--- config.mk ---
export PLATFORM = sky130hd
export DESIGN_NAME = adder_tree_sched
export DESIGN_NICKNAME = d
export VERILOG_FILES = /design/src/rtl/adder_tree_sched.sv
export SDC_FILE = /design/constraint.sdc
export NUM_CORES = 1
export LEC_CHECK = 0
export CORE_MARGIN = 2
export CORE_UTILIZATION = 57
export DETAILED_ROUTE_END_ITERATION = 6
export PLACE_DENSITY = 0.86
export SLEW_MARGIN = 20
export SYNTH_ARGS = -nofsm -noshare
export SYNTH_HDL_FRONTEND = slang
export SYNTH_SLANG_ARGS = --single-unit
--- constraint.sdc ---
create_clock -name clk -period 5.3 [get_ports clk]
set_input_delay 1.06 -clock clk [delete_from_list [all_inputs] [get_ports clk]]
set_output_delay 1.06 -clock clk [all_outputs]
set_load 0.01 [all_outputs]
--- src/rtl/adder_tree_sched.sv ---
// Issue sequencer and saturating accumulator for the 28-input adder tree.
// Issues one chunk per cycle per neuron, tags each chunk, and sums tree outputs per neuron.
module adder_tree_sched #(
  parameter int LATENCY = 13,
  parameter int CHUNKS  = 28,
  parameter int NEURONS = 10
) (
  input  logic        clk,
  input  logic        GlobalReset,
  input  logic        Start,
  input  logic        Hold,
  input  logic [25:0] BetaIn,
  input  logic [25:0] TreeResult,
  output logic        IssueValid,
  output logic [4:0]  IssueChunk,
  output logic [3:0]  IssueNeuron,
  output logic [25:0] BetaOut,
  output logic        NeuronValid,
  output logic [3:0]  NeuronIdx,
  output logic [25:0] NeuronResult,
  output logic        Busy,
  output logic        Done
);

  localparam logic [4:0]  LAST_CHUNK  = 5'(CHUNKS - 1);
  localparam logic [3:0]  LAST_NEURON = 4'(NEURONS - 1);
  localparam logic [25:0] SAT_POS     = 26'h1FFFFFF;
  localparam logic [25:0] SAT_NEG     = 26'h2000000;

  typedef enum logic [1:0] {S_IDLE, S_ISSUE, S_DRAIN, S_DONE} state_t;

  state_t      state_reg, state_next;
  logic [4:0]  chunk_reg;
  logic [3:0]  neuron_reg;
  logic        issue_valid;

  // Tag layout: [6] valid, [5] first chunk, [4] last chunk, [3:0] neuron
  logic [6:0]  tag_reg [LATENCY];
  logic [6:0]  tag_in;
  logic [6:0]  tag_out;
  logic        inflight;

  logic [25:0] acc_reg;
  logic [26:0] sum_ext;
  logic [25:0] sat_sum;
  logic [25:0] acc_next;
  logic        nv_reg;
  logic [3:0]  idx_reg;
  logic [25:0] res_reg;
  logic        done_reg;

  always_comb begin
    state_next  = state_reg;
    issue_valid = 1'b0;
    case (state_reg)
      S_IDLE: begin
        if (Start) state_next = S_ISSUE;
      end
      S_ISSUE: begin
        issue_valid = !Hold;
        if (issue_valid && chunk_reg == LAST_CHUNK && neuron_reg == LAST_NEURON)
          state_next = S_DRAIN;
      end
      S_DRAIN: begin
        // Empty pipeline means the final sum has already been registered
        if (!inflight) state_next = S_DONE;
      end
      S_DONE: begin
        state_next = S_IDLE;
      end
      default: state_next = S_IDLE;
    endcase
  end

  always_ff @(posedge clk) begin
    if (GlobalReset) begin
      state_reg  <= S_IDLE;
      chunk_reg  <= '0;
      neuron_reg <= '0;
    end else begin
      state_reg <= state_next;
      if (state_reg == S_IDLE && Start) begin
        chunk_reg  <= '0;
        neuron_reg <= '0;
      end else if (issue_valid) begin
        if (chunk_reg == LAST_CHUNK) begin
          chunk_reg  <= '0;
          neuron_reg <= (neuron_reg == LAST_NEURON) ? 4'd0 : neuron_reg + 4'd1;
        end else begin
          chunk_reg <= chunk_reg + 5'd1;
        end
      end
    end
  end

  assign tag_in = {issue_valid, chunk_reg == 5'd0, chunk_reg == LAST_CHUNK, neuron_reg};

  generate
    for (genvar gi = 0; gi < LATENCY; gi++) begin : g_tag
      if (gi == 0) begin : g_head
        always_ff @(posedge clk) begin
          if (GlobalReset) tag_reg[gi] <= '0;
          else             tag_reg[gi] <= tag_in;
        end
      end else begin : g_body
        always_ff @(posedge clk) begin
          if (GlobalReset) tag_reg[gi] <= '0;
          else             tag_reg[gi] <= tag_reg[gi-1];
        end
      end
    end
  endgenerate

  assign tag_out = tag_reg[LATENCY-1];

  always_comb begin
    inflight = 1'b0;
    for (int i = 0; i < LATENCY; i++) inflight = inflight | tag_reg[i][6];
  end

  // 27-bit sum: the top two bits disagree exactly when the 26-bit result overflowed
  assign sum_ext  = {acc_reg[25], acc_reg} + {TreeResult[25], TreeResult};
  assign sat_sum  = (sum_ext[26] != sum_ext[25]) ? (sum_ext[26] ? SAT_NEG : SAT_POS)
                                                 : sum_ext[25:0];
  assign acc_next = tag_out[5] ? TreeResult : sat_sum;

  always_ff @(posedge clk) begin
    if (GlobalReset) begin
      acc_reg  <= '0;
      nv_reg   <= 1'b0;
      idx_reg  <= '0;
      res_reg  <= '0;
      done_reg <= 1'b0;
    end else begin
      nv_reg   <= 1'b0;
      done_reg <= (state_next == S_DONE);
      if (tag_out[6]) begin
        acc_reg <= acc_next;
        if (tag_out[4]) begin
          nv_reg  <= 1'b1;
          idx_reg <= tag_out[3:0];
          res_reg <= acc_next;
        end
      end
    end
  end

  assign IssueValid   = issue_valid;
  assign IssueChunk   = chunk_reg;
  assign IssueNeuron  = neuron_reg;
  assign BetaOut      = (issue_valid && chunk_reg == 5'd0) ? BetaIn : 26'd0;
  assign Busy         = (state_reg != S_IDLE);
  assign NeuronValid  = nv_reg;
  assign NeuronIdx    = idx_reg;
  assign NeuronResult = res_reg;
  assign Done         = done_reg;

endmodule

==> run summary <==
Outcome: complete, no violations
CTS sink cnt: 160
Arr. time, crit path: 4.55 ns
Root Driver: clkbuf_16
Hold_buf cts: 0
Peak supply drop: 264.1 uV
Worst Path Max Fanout: 20
Post-synth top cells: dfxtp_1 (160), nor2b_1 (90), a21oi_1 (78), nand2_1 (59), nand2b_1 (48)
Minimum clock period: 4.267 ns
WS Path Type: input pin to register
Ranking of synthesized cells by area: dfxtp_1 (44%), nor2b_1 (7.8%), a21oi_1 (5.4%), ha_1 (4.9%), nand2b_1 (4.2%)
Postcts setup bufs: 0
Pre-antenna DRT Iters: 5
Adder-cell share of the synthesized area: 5.142%
Cell Rows: 41
H-tree Lvls: 4
Max-cap viol count: 0
Resize count post-CTS: 0
Final setup margin: 1.033 ns
Worst stage delay on the critical path: 0.66 ns
CTS tree: built
Vias in the first global route: 5806
Compound-cell area share of the yosys netlist: 16.45%
Slew margin rel.: 27.51%
Placed cell area: 8453 um^2
RSZ-0062 raised after global routing: no
Crit. End Element: register
Leakage: 3.335 nW
Wire length per cell: 15.25 um
Synth Net Count: 890
Clk_lat worst skew: 0.43 ns
Grt ovf: 0
Synth top area share: 44.47%
Post-synth cell types: 65
Syn Area/Cell: 8.948 um^2
Ant diodes: 0
Clock buffer depth: 2
Die Y: 116.4 um
Initial drt markers: 473
DIE AREA: 13550 um^2
Die W: 116.4 um
Simple-Gate Fraction of Synth Area: 26.07%
Hold crit path type: register to register
Gr usage total: 25.89%
Post-synth top flop: dfxtp_1
Largest net degree at the start of global routing: 84
FF+latch count, synth: 160
Port-buffer cells: 124
First-pass GRT wire length: 27410 um
Post-synthesis sequential area ratio: 44.47%
Post-synth EDFFs: 0
Post-synthesis cell count: 805
Via count: 6052
Clock slew at reported path FFs: 0.07 ns
Vias per std cell: 5.552
Post-Syn Area: 7203 um^2
Synth warn: 0
Slew Limit Fails: 0
Critical path cell sequence: clkdlybuf4s50_1 -> ha_1 -> nand4_1 -> or4_1 -> a211o_1 -> a2111oi_0 -> a31o_2 -> o21ai_2 -> nand3_1 -> a21oi_1
Fin area: 9031 um^2
Yosys top cell by area: dfxtp_1
Core Footprint: 12470 um^2
Setup_tns: 0 ns
Cts bufs inserted: 17
Final critical-path share of the clock period: 80.51%
Post-Synth XOR/XNOR Area: 3.283%
Area grow syn2layout: 25.38%
Buf/Inv on CP: 1
Place WS: 0.7027 ns
Post-synthesis mux area share: 0.1390%
Async set-or-reset flop fraction in the synthesized netlist: 0%
R2R Setup Slk: 1.80 ns
Share of post-route cells with drive strength above 1: 8.170%
CP top delay family: compound AO/OA/AOI/OAI gates
Maximum clock rate: 0.2344 GHz
Worst setup SP type: input pin
Clock skew: 0.007430 ns
Final setup vio count: 0
DRC errors left: 0
Antenna viol nets, final: 0
WL final: 16630 um
Pwr per Cell Area: 284.3 nW/um^2
Routability cong.: 0.9994
Slowest cell on the critical path: a31o_2
Count of final hold-check violations: 0
Initial Utilization: 57.78%
I/O pin count: 125
Critical Path RT: 5.58 ns
Largest family of logic cells by synthesized area: simple AND/OR/NAND/NOR gates
Fin nets: 990
Most common cell in the synthesized netlist: dfxtp_1
Max reg flops: 91
Slew @ Worst Pin: 1.085 ns
Antenna violations before repair: 0
HPWL after DPL: 11100 um
cells by family (layout without fill, tap and decap cells):
family                   after synthesis  in the layout
AND/OR/NAND/NOR                      340            340
AO/OA/AOI/OAI                        181            181
flip-flops                           160            160
buffers and inverters                 67            180
adder cells (fa/ha/maj)               29             29
XOR/XNOR                              27             27
multiplexers                           1              1
final timing paths:
check | from | end | cells past startpoint
setup / recovery | TreeResult[23] | NeuronResult[2] | 10
hold / removal | tag_reg[1][10] | tag_reg[1][17] | 1
setup reg to reg | acc_reg[23] | NeuronResult[2] | 9
hold reg to reg | tag_reg[1][10] | tag_reg[1][17] | 1
through the flow:
stage / hold WS (ns) / total power [mW] / cells / utilization, %
final: 0.4337 / 2.568 / 1090 / 72.45
after global routing: 0.4486 / 2.648 / 1090 / 72.45
after CTS: 0.4349 / 2.583 / 1090 / 72.45
after detailed placement: 0.4220 / 1.399 / 1058 / 67.81
after global placement: 0.4155 / 1.398 / 1058 / 67.81
after floorplan: 0.4138 / 1.323 / 805 / -
where the power goes:
part | internal (mW) | leakage [nW] | switching, mW
clock network | 0.664 | 0.280 | 0.529
registers | 1.21 | 1.29 | 0.00216
logic | 0.0842 | 1.77 | 0.0832
per-layer routing:
layer	share of wire (%)	up-vias	GRT usage (%)
met3	7.9	40	7.628
met1	43	2775	31.69
met5	0	-	0
li1	-	2949	-
met4	2.3	0	9.444
met2	47	288	43.41
cell usage in the layout, fill, tap and decap left out, drive strengths merged, types with 8 or more instances in the layout:
cell type and instances:
nor2b 90, nor3 12, clkdlybuf4s50 123, buf 8, inv 23, clkbuf 18, dfxtp 160, xnor2 9
ha 28, xor2 18, and2 28, nand2 59, nand3 40, o21ai 52, nand2b 48, nand4 8
a21oi 79, nor2 30
final cells by class:
cell class | count | area [um^2]
Fill cell | 921 | 3435
Multi-Input combinational cell | 578 | 3680
Timing Repair Buffer | 131 | 1291
Inverter | 17 | 63.81
Tap cell | 172 | 215.2
Clock inverter | 14 | 148.9
Clock buffer | 18 | 429.2
Sequential cell | 160 | 3203
Power figures use the tool's default switching activity.
